File: src/rtl/ex_pkg.sv
// Shared encodings for the execute stage: ALU opcodes, funct codes,
// control-bus field positions, FSM states and the ALU control decoder.
package ex_pkg;

  localparam logic [1:0] ALUOP_ADD   = 2'b00;
  localparam logic [1:0] ALUOP_SUB   = 2'b01;
  localparam logic [1:0] ALUOP_FUNCT = 2'b10;
  localparam logic [1:0] ALUOP_SLT   = 2'b11;

  localparam logic [5:0] FUNCT_ADD  = 6'h20;
  localparam logic [5:0] FUNCT_SUB  = 6'h22;
  localparam logic [5:0] FUNCT_AND  = 6'h24;
  localparam logic [5:0] FUNCT_OR   = 6'h25;
  localparam logic [5:0] FUNCT_SLT  = 6'h2A;
  localparam logic [5:0] FUNCT_MULT = 6'h18;

  // id_ex_m = {branch, memRead, memWrite}; id_ex_ex = {regDst, aluOp[1:0], aluSrc}
  localparam int M_BRANCH    = 2;
  localparam int M_MEMREAD   = 1;
  localparam int M_MEMWRITE  = 0;
  localparam int EX_REGDST   = 3;
  localparam int EX_ALUOP_HI = 2;
  localparam int EX_ALUOP_LO = 1;
  localparam int EX_ALUSRC   = 0;

  typedef enum logic [2:0] {ALU_ADD, ALU_SUB, ALU_AND, ALU_OR, ALU_SLT, ALU_MULT} alu_op_e;
  typedef enum logic [1:0] {IDLE, MUL, DONE} state_e;

  function automatic alu_op_e alu_decode(input logic [1:0] alu_op, input logic [5:0] funct);
    alu_op_e op;
    op = ALU_ADD;
    case (alu_op)
      ALUOP_SUB: op = ALU_SUB;
      ALUOP_SLT: op = ALU_SLT;
      ALUOP_FUNCT: begin
        case (funct)
          FUNCT_SUB:  op = ALU_SUB;
          FUNCT_AND:  op = ALU_AND;
          FUNCT_OR:   op = ALU_OR;
          FUNCT_SLT:  op = ALU_SLT;
          FUNCT_MULT: op = ALU_MULT;
          default:    op = ALU_ADD;
        endcase
      end
      default: op = ALU_ADD;
    endcase
    return op;
  endfunction

endpackage

File: src/rtl/ex_mult_iter.sv
// Iterative shift-add multiplier datapath (low word only); one partial
// product per cycle while busy, sequenced by the owning FSM.
module ex_mult_iter import ex_pkg::*; #(
  parameter int DATA_W = 32
) (
  input  logic              clk,
  input  logic              rst,
  input  logic              start,
  input  logic              busy,
  input  logic [DATA_W-1:0] a,
  input  logic [DATA_W-1:0] b,
  output logic              done,
  output logic [DATA_W-1:0] product
);

  localparam int CNT_W = $clog2(DATA_W) + 1;

  logic [DATA_W-1:0] mcand;
  logic [DATA_W-1:0] mplier;
  logic [CNT_W-1:0]  count;

  // NOTE: state registers use non-blocking assignments so every register
  // samples pre-edge values, independent of statement order.
  always_ff @(posedge clk or posedge rst) begin
    if (rst) begin
      mcand   <= '0;
      mplier  <= '0;
      product <= '0;
      count   <= '0;
    end else if (start) begin
      mcand   <= a;
      mplier  <= b;
      product <= '0;
      count   <= '0;
    end else if (busy) begin
      if (mplier[0]) product <= product + mcand;
      mcand  <= mcand << 1;
      mplier <= mplier >> 1;
      count  <= count + CNT_W'(1);
    end
  end

  // High during the final iteration, so the FSM leaves MUL on that edge.
  assign done = busy && (count == CNT_W'(DATA_W - 1));

endmodule

File: src/rtl/ex_stage.sv
// Execute stage: ALU control, operand/destination muxes, ALU, branch target,
// multi-cycle MULT sequencing and the EX/MEM pipeline latch.
module ex_stage import ex_pkg::*; #(
  parameter int DATA_W = 32,
  parameter int REG_W  = 5
) (
  input  logic              clk,
  input  logic              rst,
  input  logic              flush,
  input  logic              id_ex_valid,
  input  logic [1:0]        id_ex_wb,
  input  logic [2:0]        id_ex_m,
  input  logic [3:0]        id_ex_ex,
  input  logic [DATA_W-1:0] id_ex_npc,
  input  logic [DATA_W-1:0] read_data1,
  input  logic [DATA_W-1:0] read_data2,
  input  logic [DATA_W-1:0] sign_ext_imm,
  input  logic [REG_W-1:0]  rt,
  input  logic [REG_W-1:0]  rd,
  output logic              stall,
  output logic              ex_mem_branch,
  output logic              ex_mem_zero,
  output logic              ex_mem_memread,
  output logic              ex_mem_memwrite,
  output logic [1:0]        ex_mem_wb,
  output logic [REG_W-1:0]  ex_mem_rd,
  output logic [DATA_W-1:0] ex_mem_alu_result,
  output logic [DATA_W-1:0] ex_mem_write_data,
  output logic [DATA_W-1:0] ex_mem_branch_target
);

  state_e            state, next_state;
  alu_op_e           op;
  logic [DATA_W-1:0] op_b, alu_y, branch_target, product, res;
  logic [REG_W-1:0]  dest;
  logic              is_mult, mult_start, mult_busy, mult_done, load;

  assign op            = alu_decode(id_ex_ex[EX_ALUOP_HI:EX_ALUOP_LO], sign_ext_imm[5:0]);
  assign op_b          = id_ex_ex[EX_ALUSRC] ? sign_ext_imm : read_data2;
  assign dest          = id_ex_ex[EX_REGDST] ? rd : rt;
  assign branch_target = id_ex_npc + (sign_ext_imm << 2);
  assign is_mult       = id_ex_valid && (op == ALU_MULT);

  always_comb begin
    alu_y = read_data1 + op_b;
    case (op)
      ALU_SUB: alu_y = read_data1 - op_b;
      ALU_AND: alu_y = read_data1 & op_b;
      ALU_OR:  alu_y = read_data1 | op_b;
      ALU_SLT: alu_y = {{(DATA_W-1){1'b0}}, ($signed(read_data1) < $signed(op_b))};
      default: ;
    endcase
  end

  ex_mult_iter #(.DATA_W(DATA_W)) u_mult (
    .clk     (clk),
    .rst     (rst),
    .start   (mult_start),
    .busy    (mult_busy),
    .a       (read_data1),
    .b       (read_data2),
    .done    (mult_done),
    .product (product)
  );

  // NOTE: every output of this block gets a default first, so no path
  // through the case leaves a value unassigned and infers a latch.
  always_comb begin
    next_state = state;
    stall      = 1'b0;
    mult_start = 1'b0;
    mult_busy  = 1'b0;
    case (state)
      IDLE: if (is_mult) begin
        stall      = 1'b1;
        mult_start = 1'b1;
        next_state = MUL;
      end
      MUL: begin
        stall     = 1'b1;
        mult_busy = 1'b1;
        if (mult_done) next_state = DONE;
      end
      DONE:    next_state = IDLE;
      default: next_state = IDLE;
    endcase
    if (flush) begin
      next_state = IDLE;
      mult_start = 1'b0;
      mult_busy  = 1'b0;
    end
    // Stall must drop the instant reset asserts, not at the next edge.
    if (rst) stall = 1'b0;
  end

  assign res  = (state == DONE) ? product : alu_y;
  assign load = !flush && ((state == DONE) || (state == IDLE && id_ex_valid && !is_mult));

  always_ff @(posedge clk or posedge rst) begin
    if (rst) begin
      state                <= IDLE;
      ex_mem_branch        <= 1'b0;
      ex_mem_zero          <= 1'b0;
      ex_mem_memread       <= 1'b0;
      ex_mem_memwrite      <= 1'b0;
      ex_mem_wb            <= '0;
      ex_mem_rd            <= '0;
      ex_mem_alu_result    <= '0;
      ex_mem_write_data    <= '0;
      ex_mem_branch_target <= '0;
    end else begin
      state                <= next_state;
      ex_mem_branch        <= load && id_ex_m[M_BRANCH];
      ex_mem_memread       <= load && id_ex_m[M_MEMREAD];
      ex_mem_memwrite      <= load && id_ex_m[M_MEMWRITE];
      ex_mem_zero          <= load && (res == '0);
      ex_mem_wb            <= load ? id_ex_wb      : '0;
      ex_mem_rd            <= load ? dest          : '0;
      ex_mem_alu_result    <= load ? res           : '0;
      ex_mem_write_data    <= load ? read_data2    : '0;
      ex_mem_branch_target <= load ? branch_target : '0;
    end
  end

endmodule

File: config.mk
export PLATFORM = sky130hd
export DESIGN_NAME = ex_stage
export DESIGN_NICKNAME = d
export VERILOG_FILES = /design/src/rtl/ex_pkg.sv /design/src/rtl/ex_mult_iter.sv /design/src/rtl/ex_stage.sv
export SDC_FILE = /design/constraint.sdc
export NUM_CORES = 1
export LEC_CHECK = 0
export CORE_MARGIN = 3
export CORE_UTILIZATION = 40
export CTS_CLUSTER_DIAMETER = 50
export DETAILED_ROUTE_END_ITERATION = 8
export PLACE_DENSITY = 0.7
export SYNTH_ARGS = -nofsm -noshare
export SYNTH_HDL_FRONTEND = slang
export SYNTH_SLANG_ARGS = --single-unit
File: constraint.sdc
create_clock -name clk -period 6.6 [get_ports clk]
set_input_delay 0.99 -clock clk [delete_from_list [all_inputs] [get_ports clk]]
set_output_delay 0.99 -clock clk [all_outputs]
set_load 0.01 [all_outputs]
Yosys cells after proc, flatten, opt, wreduce, memory -nomap -nowiden. Cells that the tools add are included.

Flip-flop bits (word level): 211. Input bits: 151. Output and inout bits: 108. Word-level logic and storage cells: 89.

Eq/ne operators: 18. Order comparisons: 1. Bitwise gates (word level): 2. Mux-type cells: 31. Reduce and logical (&&, ||, !) cells: 18. $add $sub $neg: 5.

Operator list (number): 32-bit two-way mux (12); 32-bit case mux with 4 select lines (1); 32-bit adder (3); 32-bit bitwise AND (1); 32-bit zero test (1); 32-bit < comparator (1); 32-bit OR (1); 32-bit subtractor (1); 6-bit == test, second input constant (4); 3-bit case mux with 5 select lines (1); 6-bit by 5-bit == test with 1-bit output, second input constant (2); 6-bit two-way mux (2); 5-bit two-way mux (2); 1-bit logical AND (9); 3-bit case mux with 3 select lines (1); 2-bit two-way mux (4); 6-bit by 1-bit adder with 6-bit output, second input constant (1); 2-bit == test, second input constant (3); 3-bit by 2-bit == test with 1-bit output, second input constant (2); 3-bit == test, second input constant (2); 1-bit two-way mux (6); 3-bit inequality test, second input constant (2); 2-bit by 1-bit == test with 1-bit output, second input constant (2); 2-bit case mux with 2 select lines (1); 7 further kinds (10).

Longest topological paths before layout. Gate-level depths: netlist of the first run.

Depth in word-level cells: 10. Gate-level depth with buffers: 20. Mapped depth without buffers: 15.

Hierarchy. A second synthesis of the first run with hierarchy kept.

Cell total of the unflattened synthesis: 1965. Area total of the unflattened synthesis: 16791.1 sq um.

Modules (own cells, without submodules): ex_stage (area each 10689.0 sq um, seq. area each 2727.6 sq um, cells an instance 1298, instances 1); ex_mult_iter (area each 6102.1 sq um, seq. area each 2552.4 sq um, cells an instance 667, instances 1).

Least setup slack after synthesis of the first run. Ideal clock, no wire load.

Path kind: input port to flip-flop. Start point: input port sign_ext_imm[0]. End point: register ex_mem_zero. Stages on the path: 20. Buffers on the path: 5. Arrival time: 5.315 ns. Library setup time: 0.096 ns. Required time: 6.504 ns. Slack: 1.189 ns. Path through: clkbuf_1 > clkbuf_1 > clkbuf_1 > clkbuf_1 > buf_1 > mux2i_1 > inv_1 > ha_1 > fa_1 > o21bai_1 > a2111o_1 > a21bo_1 > and3_4 > or3_4 > a221o_1 > a221oi_2 > o211ai_1 > nor4b_2 > nand4_1 > nor4_2.

Longest elaborated chain between the ends: 10. Elaborated cells between the ends (all ways): 27. Classes of those cells: 2 x add/sub; 1 x order compare; 10 x eq/ne; 5 x mux; 2 x bitwise; 7 x reduce/logical.

RTL lines: from (decl) (RTL line ex_stage.sv:17) `input logic [DATA_W-1:0] sign_ext_imm,`; branches (longest 9 deep; another with 32-bit adder); 1-bit logical AND (*) (RTL line ex_stage.sv:116) `ex_mem_zero <= load && (res == '0);`; to (signal assigned) (RTL line ex_stage.sv:116); to (decl) (RTL line ex_stage.sv:22) `output logic ex_mem_zero,`.

Mark *: on every way between the ends. A chain may end at the register's enable or synchronous reset.

Final worst setup path of the first run.
Start point: input port id_ex_ex[2]. End point: output port stall.

Longest elaborated chain between the ends: 7. Elaborated cells between the ends (all ways): 9. Classes of those cells: 4 x eq/ne; 4 x mux; 1 x reduce/logical.

RTL lines: from (decl) (RTL line ex_stage.sv:13) `input logic [3:0] id_ex_ex,`; 2-bit == test or 2-bit by 1-bit == test with 1-bit output (tied branches) (RTL line ex_pkg.sv:32) `case (alu_op)`; 3-bit case mux with 3 select lines (*) (RTL line ex_pkg.sv:32); 3-bit == test (*) (RTL line ex_stage.sv:42) `assign is_mult = id_ex_valid && (op == ALU_MULT);`; 1-bit logical AND (*) (RTL line ex_stage.sv:42); 1-bit two-way mux (*) (RTL line ex_stage.sv:74) `IDLE: if (is_mult) begin`; 1-bit case mux with 2 select lines (*) (RTL line ex_stage.sv:73) `case (state)`; 1-bit two-way mux (*) (RTL line ex_stage.sv:93) `if (rst) stall = 1'b0;`; to (decl) (RTL line ex_stage.sv:20) `output logic stall,`.

Every way passes the cells marked *; elsewhere a longest branch is shown, timed or not.

==> out/results.tsv, run 1 <==
stage	metric	value	unit
clock_network	Root Buffer	clkbuf_16	
global_route	antenna violations before repair	0	
critical_path	reg2reg path depth	10	
clock_network	TritonCTS Buffers	28	
logic_synthesis	most numerous cell in the Yosys netlist	dfrtp_1	
logic_synthesis	ys async rst share	100	%
sta	fin crit share	79.6	%
floorplanning	io pins	259	
sta	Max Freq	190	MHz
critical_path	CP Class	in -> out	
clock_network	clk_lat worst skew	0.56	ns
global_route	vias in the first global route	15301	
global_route	first-pass GRT wire length	87.8	mm
finish	layout cells sized above 1	5.07	%
run_status	status	finished with violations	
finish	fin cells	2696	
logic_synthesis	commonest cells in the netlist	dfrtp_1, ha_1, nor2_1, inv_1, o21ai_0	
placement	Post-DP HPWL	43.7	mm
logic_synthesis	post-synth top area share	31.8	%
routing	Post-Route WL	57.1	mm
logic_synthesis	register bit count reported by yosys	211	
sta	Final Hold Fails	0	
global_route	total grt overflow	0	
routing	Avg WL per Cell	21.2	um
sta	post-layout min period	5.25	ns
floorplanning	standard-cell row count	73	
critical_path	Worst Setup Start Kind	input pin	
flow_run	Max Cap Viol	0	
routing	Vias/cell	5.88	
min_path	hold path depth	1	
clock_network	H-tree depth	1	
clock_network	clk sink count	211	
floorplanning	Die Area	44000	um2
finish	fin nets	2475	
global_route	largest net degree at the start of global routing	113	
floorplanning	Die H	210	um
routing	Post-DRT Antenna Nets	0	
sta	worst relative slew slack	26.0	%
floorplanning	Core Box Area	40400	um2
sta	Final Setup Violations	0	
power	Power Total	4.22	mW
routing	Residual DRC	3	
placement	Final Wtd Congestion	0.975	
power	pwr dens	205	nW/um2
min_path	HP Class	reg -> reg	
logic_synthesis	yosys warns	0	
floorplanning	Starting Density	41.1	%
clock_network	Resized cells post-CTS	0	
logic_synthesis	Area contributors post-synth	dfrtp_1, ha_1, o21ai_0	
power	LEAKAGE	9.76	nW
clock_network	Reg clk slew, reported paths	0.05	ns
finish	Layout Utilization	51.1	%
sta	Slew Viols, Final	0	
clock_network	Clock Path Buffers	3	
sta	RSZ-0062 raised after global routing	false	
run_status	failing checks	DRC	
placement	DP Cell Count	2646	
floorplanning	Die Wd	210	um
clock_network	CTS tree	done	
clock_network	total setup buffers inserted after CTS	0	
routing	Initial DRC Count	1933	
logic_synthesis	number of synthesized flops with an enable pin	0	
placement	PortBufs	258	
routing	vias	15848	
critical_path	critical path fanouts, max	7	
sta	setup_tns	0	ns
finish	area growth from synthesis to layout	24.3	%
critical_path	critical path required time	5.61	ns
finish	# diodes	0	
logic_synthesis	Mapped Avg Cell Area	8.55	um2
logic_synthesis	Main synth FF type	dfrtp_1	
sta	Worst Skew	0.0163	ns
logic_synthesis	post-synthesis net count	2266	
logic_synthesis	Syn Inst Count	1942	
logic_synthesis	post-synthesis cell area	16600	um2
critical_path	CP arrival	4.26	ns
logic_synthesis	Synth area leader	dfrtp_1	
routing	TritonRoute pass-1 iters	9	
clock_network	Hold Buf Count CTS	0	
critical_path	Worst setup EP type	output pin	
logic_synthesis	Distinct cells, synth	93	
sta	final hold slack	0.475	ns
logic_synthesis	sequential-to-total area share from yosys stat	31.8	%
global_route	Global Route Usage Sum	25.0	%
sta	Worst-Margin Slew	1.10	ns
power	Worst VDD drop	0.209	mV
[power by group]
| group | internal (mW) | switching [mW] | total, mW |
|---|---|---|---|
| combinational | 0.502 | 0.681 | 1.18 |
| clock | 1.06 | 0.599 | 1.66 |
| sequential | 1.35 | 0.0304 | 1.38 |
| total | 2.91 | 1.31 | 4.22 |
[per-stage QoR]
step                cell area [um2]  setup WS (ns)
finish                        20600           1.35
CTS                           20600           1.43
detailed placement            19600          0.974
global route                  20600           1.06
floorplan                     16600           1.19
global placement              19600           1.15
[final timing paths]
check	startpoint	end	slack (ns)
hold reg to reg	u_mult.count[5]$_DFFE_PP0P_	state[1]$_DFFE_PP0P_	0.48
max in group asynchronous	rst	u_mult.mcand[20]$_DFFE_PP0P_	4.33
min in group asynchronous	rst	u_mult.mplier[7]$_DFFE_PP0P_	1.00
setup reg to reg	state[0]$_DFFE_PP0P_	ex_mem_zero$_DFF_PP0_	3.05
setup / recovery	id_ex_ex[2]	stall	1.35
hold / removal	u_mult.count[5]$_DFFE_PP0P_	state[1]$_DFFE_PP0P_	0.48
[per-layer routing]
metal / routed length (um) / track usage, %
met2: 25200 / 39.3
met4: 1710 / 7.88
met5: 0 / 0
met1: 25400 / 35.5
met3: 4800 / 3.66
[critical path, cell delays in order]
cell and delay (ns):
clkdlybuf4s50_1 0.60, nor2b_1 0.45, and4_1 0.31, o221ai_1 0.39, buf_4 0.33, nor2_1 0.18, nor2_1 0.08, nor3_1 0.28
clkdlybuf4s50_1 0.64
[placed cells by master (no fill, tap or decap), types with 15 or more instances in the layout]
master and n:
xnor2_1 49, nand2b_1 17, o21bai_1 16, dfrtp_1 211, mux2i_1 47, nor3_1 47, a21o_1 42, nor2b_1 22
clkdlybuf4s50_1 256, clkbuf_16 29, nand2_1 119, ha_1 169, a21oi_1 128, nand3_1 57, nor2_1 165, o21ai_0 132
buf_4 18, a211oi_1 25, xor2_1 27, and2_1 58, o22ai_1 33, o21a_1 15, inv_1 155, a222oi_1 34
o211ai_1 19
[registers in the layout, summed over array words and instances, names as in the netlist, 5 cells and up]
name and count:
u_mult.mcand 32, u_mult.count 6, u_mult.mplier 32, ex_mem_branch_target 32
ex_mem_rd 5, ex_mem_alu_result 32, ex_mem_write_data 32, u_mult.product 32
[cell families (layout without fill, tap and decap cells)]
| family | Yosys count | after routing | synth area share [%] |
|---|---|---|---|
| AO/OA/AOI/OAI | 595 | 595 | 24.6 |
| AND/OR/NAND/NOR | 581 | 581 | 17.4 |
| buffers and inverters | 257 | 486 | 5.98 |
| flip-flops | 211 | 211 | 31.8 |
| adder cells (fa/ha/maj) | 173 | 173 | 13.2 |
| XOR/XNOR | 76 | 76 | 4.01 |
| multiplexers | 49 | 49 | 2.97 |
[area by class of cell]
class                           instances  area [um2]
Tap cell                              525         657
Clock buffer                           40         817
Multi-Input combinational cell       1474       10300
Fill cell                            3767       19700
Clock inverter                         10         198
Timing Repair Buffer                  278        2750
Inverter                              158         597
Sequential cell                       211        5280
(Power assumes the default switching activity.)
==> run 2, diff against run 1 <==
Settings changed: PLACE_DENSITY 0.7 to 0.67.
Clock period 6.6 ns to 4.9 ns, I/O delays scaled along.
==> out/results.tsv, run 2 (same netlist as run 1, synthesis figures left out) <==
stage	metric	value	unit
run_status	status	completed	
routing	vias	16466	
critical_path	critical-path cell list	clkdlybuf4s50_1, mux2i_1, inv_1, ha_1, fa_1, a211oi_1, buf_4, o211ai_1, a21o_1, a2111oi_1, buf_4, o41ai_1, xnor2_1, a221oi_1, buf_4, o2111ai_1, nor4b_2, nand4_1, nor4_2	
sta	Max Freq	216	MHz
power	Worst VDD drop	0.190	mV
floorplanning	Starting Density	41.1	%
routing	Residual DRC	0	
placement	PortBufs	258	
critical_path	Crit path largest cell delay	0.44	ns
floorplanning	Die Wd	210	um
clock_network	Hold Buf Count CTS	0	
global_route	met3 GRT Util	5.19	%
finish	fin nets	2638	
critical_path	critical path required time	5.40	ns
global_route	grt met2 use	40.7	%
global_route	largest net degree at the start of global routing	129	
global_route	total grt overflow	0	
clock_network	TritonCTS Buffers	31	
critical_path	most used cell, CP	buf_4	
sta	final hold slack	0.479	ns
sta	worst relative slew slack	35.5	%
sta	Worst Skew	0.0201	ns
min_path	HP Class	reg -> reg	
routing	Vias/cell	5.75	
critical_path	critical path fanouts, max	4	
clock_network	clk sink count	211	
global_route	first-pass GRT wire length	92.1	mm
power	Power Total	5.86	mW
clock_network	Root Buffer	clkbuf_16	
global_route	Global Route Usage Sum	26.3	%
critical_path	CP arrival	5.12	ns
critical_path	Worst Setup Start Kind	input pin	
clock_network	total setup buffers inserted after CTS	0	
finish	layout cells sized above 1	12.1	%
finish	most frequent cells in the layout	clkdlybuf4s50_1, dfrtp_1, buf_4	
routing	TritonRoute pass-1 iters	9	
sta	post-layout min period	4.62	ns
critical_path	CP Class	in -> reg	
clock_network	Reg clk slew, reported paths	0.06	ns
global_route	vias in the first global route	16125	
routing	Initial DRC Count	1603	
floorplanning	io pins	259	
power	LEAKAGE	10.6	nW
clock_network	Clock Path Buffers	3	
global_route	GR Util met1	37.4	%
sta	Final Hold Fails	0	
critical_path	Worst setup EP type	flip-flop	
global_route	Most Crowded Layer GR	met2	
placement	Final Wtd Congestion	0.941	
flow_run	Max Cap Viol	0	
sta	Worst-Margin Slew	0.967	ns
finish	Multi-input gate area	10300	um2
sta	Slew Viols, Final	0	
routing	Post-Route WL	60.1	mm
sta	Final Setup Violations	0	
finish	sequential cell area	5280	um2
sta	RSZ-0062 raised after global routing	false	
clock_network	CTS tree	done	
placement	Post-DP HPWL	47.3	mm
critical_path	critical path's top delay family	compound AO/OA/AOI/OAI gates	
finish	commonest non-fill, non-tap cell in the layout	clkdlybuf4s50_1	
clock_network	clk_lat worst skew	0.59	ns
critical_path	Buf/Inv on CP	5	
floorplanning	Die H	210	um
floorplanning	Core Box Area	40400	um2
finish	number of fill cells	3672	
sta	fin crit share	94.3	%
floorplanning	standard-cell row count	73	
routing	Post-DRT Antenna Nets	0	
routing	Avg WL per Cell	21.0	um
critical_path	Worst path slowest cell	clkdlybuf4s50_1	
finish	area growth from synthesis to layout	31.7	%
clock_network	H-tree depth	1	
power	pwr dens	268	nW/um2
floorplanning	Die Area	44000	um2
global_route	antenna violations before repair	1	
[run 2: metrics by stage]
stage / area, um2 / instances / setup WS, ns / utilization [%] / setup TNS (ns)
after floorplan: 16600 / 1942 / 0.00480 / - / 0
after global placement: 20800 / 2806 / -0.291 / 51.5 / -0.291
after detailed placement: 20800 / 2806 / -0.278 / 51.5 / -0.278
after CTS: 21800 / 2862 / 0.303 / 54.1 / 0
after global routing: 21900 / 2862 / 0.0259 / 54.1 / 0
final: 21900 / 2863 / 0.280 / 54.1 / 0
[run 2: layout make-up]
class                           instances  area share [%]
Inverter                              158            2.73
Multi-Input combinational cell       1474            47.3
Antenna cell                            1          0.0115
Clock buffer                           36            3.82
Timing Repair Buffer                  438            18.0
Clock inverter                         20           0.939
Tap cell                              525            3.01
Sequential cell                       211            24.2
[run 2: metal layers]
| metal | part of all wire (%) | up-vias |
|---|---|---|
| met2 | 43 | 683 |
| li1 | - | 7792 |
| met3 | 8.5 | 93 |
| met4 | 3.0 | 0 |
| met1 | 45 | 7898 |
| met5 | 0 | - |
[run 2: path summary, 6_finish.rpt]
check	depth (start not counted)	slack, ns	end	startpoint
min reg2reg	2	0.48	u_mult.mplier[3]$_DFFE_PP0P_	u_mult.mplier[4]$_DFFE_PP0P_
max reg2reg	11	1.31	u_mult.product[31]$_DFFE_PP0P_	u_mult.product[4]$_DFFE_PP0P_
max in group asynchronous	3	3.26	u_mult.product[16]$_DFFE_PP0P_	rst
max	19	0.28	ex_mem_zero$_DFF_PP0_	read_data2[0]
min in group asynchronous	2	0.59	u_mult.mplier[14]$_DFFE_PP0P_	rst
min	2	0.48	u_mult.mplier[3]$_DFFE_PP0P_	u_mult.mplier[4]$_DFFE_PP0P_
[run 2: report_power, final]
part	total, mW	internal, mW	switching (mW)
Combinational	1.77	0.812	0.961
Clock	2.23	1.34	0.884
Sequential	1.87	1.82	0.0416
[run 2: what timing repair did]
action                                  in CTS  in global routing
gates resized for setup                      0                  1
endpoints found under the setup margin       0                  1
hold endpoints to repair                     0                  0
[run 2: worst min-delay path, cell delays in order, from the launching register on]
cell and delay (ns):
dfrtp_1 0.34, a222oi_1 0.07, inv_1 0.05
==> run 3, diff against run 2 <==
Settings changed: ABC_CLOCK_PERIOD_IN_PS set to 4900.
==> results of run 3 <==
Same layout as run 2: the final DEF is identical, and so are final timing and power.
==> RTL edit, RTL diff (config.mk and constraints of run 3) <==
Change the parameter `REG_W` from 5 to 7.
--- a/src/rtl/ex_stage.sv
+++ b/src/rtl/ex_stage.sv
@@ -2,7 +2,7 @@
 // multi-cycle MULT sequencing and the EX/MEM pipeline latch.
 module ex_stage import ex_pkg::*; #(
   parameter int DATA_W = 32,
-  parameter int REG_W  = 5
+  parameter int REG_W  = 7
 ) (
   input  logic              clk,
   input  logic              rst,
Ports: changed (resized ex_mem_rd, rd and rt); port bits go from 259 to 265. No check against the original RTL was run, so the function may have changed too.
==> RTL edit against run 3 <==
Total power fell by 0.65%. Clock power down 4%. Wire length shrank 6.6%. Clock skew fell by 0.0082 ns. Sequential power up 3%. Fmax up 1.8%. Cell count is 4.4% lower. Design area down 3.0%. Sequential cell count up 2. Worst setup slack improved by 0.081 ns. Non-clock buffer count fell by 49. Synthesized area is 1.8% lower.
==> RTL edit: results (changes against run 3) <==
drt wl/cell - 20.5 um (was 21.0 um)
Fillers - 3675 (was 3672)
post-synthesis cell type count - 95 (was 93)
initial antenna violation count - 0 (was 1)
CTS HTree Levels - 1 (unchanged)
Worst-path clk slew - 0.06 ns (about the same)
vias in the first global route - 15.2k (was 16.1k)
CP max-delay cell - a2111oi_0 (was clkdlybuf4s50_1)
Critical Path Max Stage Delay - 0.47 ns (was 0.44 ns)
multi-input logic area - 0.0101 mm2 (was 0.0103 mm2)
vias per inst - 5.68 (was 5.75)
CTS buffer count - 28 (was 31)
ys async rst share - 1.00 (unchanged)
post-synthesis net count - 2192 (was 2266)
Pleak - 10.1 nW (was 10.6 nW)
ranking of synthesized cells by area - dfrtp_1 33%, ha_1 13%, o21ai_0 4.5% (was dfrtp_1 32%, ha_1 13%, o21ai_0 4.0%)
antenna diode count - 0 (was 1)
GRT Overall Usage - 0.248 (was 0.263)
class of the worst hold path - reg -> reg (unchanged)
Post-CTS Setup Bufs - 0 (unchanged)
Final HPWL DP - 43900 um (was 47300 um)
residual DRC count - 0 (unchanged)
warnings from Yosys - 0 (unchanged)
top post-synthesis cells by count - 213 x dfrtp_1, 169 x ha_1, 155 x nor2_1, 148 x o21ai_0, 144 x inv_1 (was 211 x dfrtp_1, 169 x ha_1, 165 x nor2_1, 156 x inv_1, 132 x o21ai_0)
XOR/XNOR Fraction of Synth Area - 0.0441 (was 0.0401)
post_cts resized - 0 (unchanged)
ys flop type - dfrtp_1 (unchanged)
first-pass GRT wire length - 85900 um (was 92100 um)
worst-path fanout max - 3 (was 4)
clk_lat worst skew - 0.55 ns (was 0.59 ns)
DRT iter0 DRCs - 1437 (was 1603)
port buffer count - 264 (was 258)
outcome - finished, final reports clean (unchanged)
Final Skew - 0.0119 ns (was 0.0201 ns)
clock root buffer master - clkbuf_16 (unchanged)
GPL Wtd Cong - 0.964 (was 0.941)
largest net degree at the start of global routing - 115 (was 129)
adder-cell share of the synthesized area - 0.135 (was 0.132)
R2R cell count - 14 (was 11)
VDD IR max - 0.148 mV (was 0.190 mV)
hold path cells - 1 (was 2)
Nets - 2518 (was 2638)
Compound-Gate Fraction of Synth Area - 0.249 (was 0.246)
post-synthesis sequential area ratio - 0.327 (was 0.318)
maximum buffer depth of the clock tree - 3 (unchanged)
Worst EP arrival - 5.01 ns (was 5.12 ns)
share of cells above drive strength 1 - 0.103 (was 0.121)
Worst Max-Slew Pin Slew - 0.755 ns (was 0.967 ns)
mux share of post-synthesis cell area - 0.0270 (was 0.0297)
DP Area - 0.0202 mm2 (was 0.0208 mm2)
drt pass-1 iters - 6 (was 9)
[RTL edit: critical path, delay by kind of cell]
kind / cells / cell delay (ns)
AND/OR/NAND/NOR: 2 / 0.32
adder cells (fa/ha/maj): 2 / 0.60
AO/OA/AOI/OAI: 9 / 2.14
multiplexers: 2 / 0.47
buffers and inverters: 3 / 0.71
[RTL edit: routing by layer]
layer  global-route usage  up-vias  routed length [um]  part of all wire
li1                     -     7428                   -                 -
met1                0.359     7437               25800              0.46
met2                0.386      609               24500              0.44
met3               0.0393       75                4460             0.079
met4               0.0672        0                1380             0.024
met5                    0        -                   0                 0
[RTL edit: logic make-up after synthesis]
| group | count (synthesis) |
|---|---|
| multiplexers | 44 |
| buffers and inverters | 239 |
| flip-flops | 213 |
| adder cells (fa/ha/maj) | 173 |
| AND/OR/NAND/NOR | 523 |
| AO/OA/AOI/OAI | 590 |
| XOR/XNOR | 82 |
[RTL edit: path summary, 6_finish.rpt]
path | startpoint | endpoint | slack, ns
hold / removal | u_mult.count[5] | state[1] | 0.48
min in group asynchronous | rst | state[0] | 0.65
setup reg to reg | u_mult.product[0] | u_mult.product[30] | 0.93
hold reg to reg | u_mult.count[5] | state[1] | 0.48
setup / recovery | read_data2[0] | ex_mem_zero | 0.36
max in group asynchronous | rst | ex_mem_alu_result[13] | 3.20
[RTL edit: where the power goes]
| group | switching (W) | internal, W |
|---|---|---|
| clock | 0.000803 | 0.00134 |
| sequential | 0.0000632 | 0.00186 |
| combinational | 0.000969 | 0.000794 |
[RTL edit: final cells by class]
cell class | instances | share of cell area
Multi-Input combinational cell | 1412 | 0.475
Sequential cell | 213 | 0.251
Timing Repair Buffer | 389 | 0.170
Clock buffer | 38 | 0.0387
Tap cell | 525 | 0.0310
Inverter | 146 | 0.0260
Clock inverter | 13 | 0.00797
[RTL edit: stage by stage]
| step | worst slack, ns | instances |
|---|---|---|
| floorplan | 0.0502 | 1864 |
| global placement | -0.145 | 2685 |
| detailed placement | -0.134 | 2685 |
| CTS | 0.403 | 2736 |
| global route | 0.0989 | 2736 |
| finish | 0.360 | 2736 |
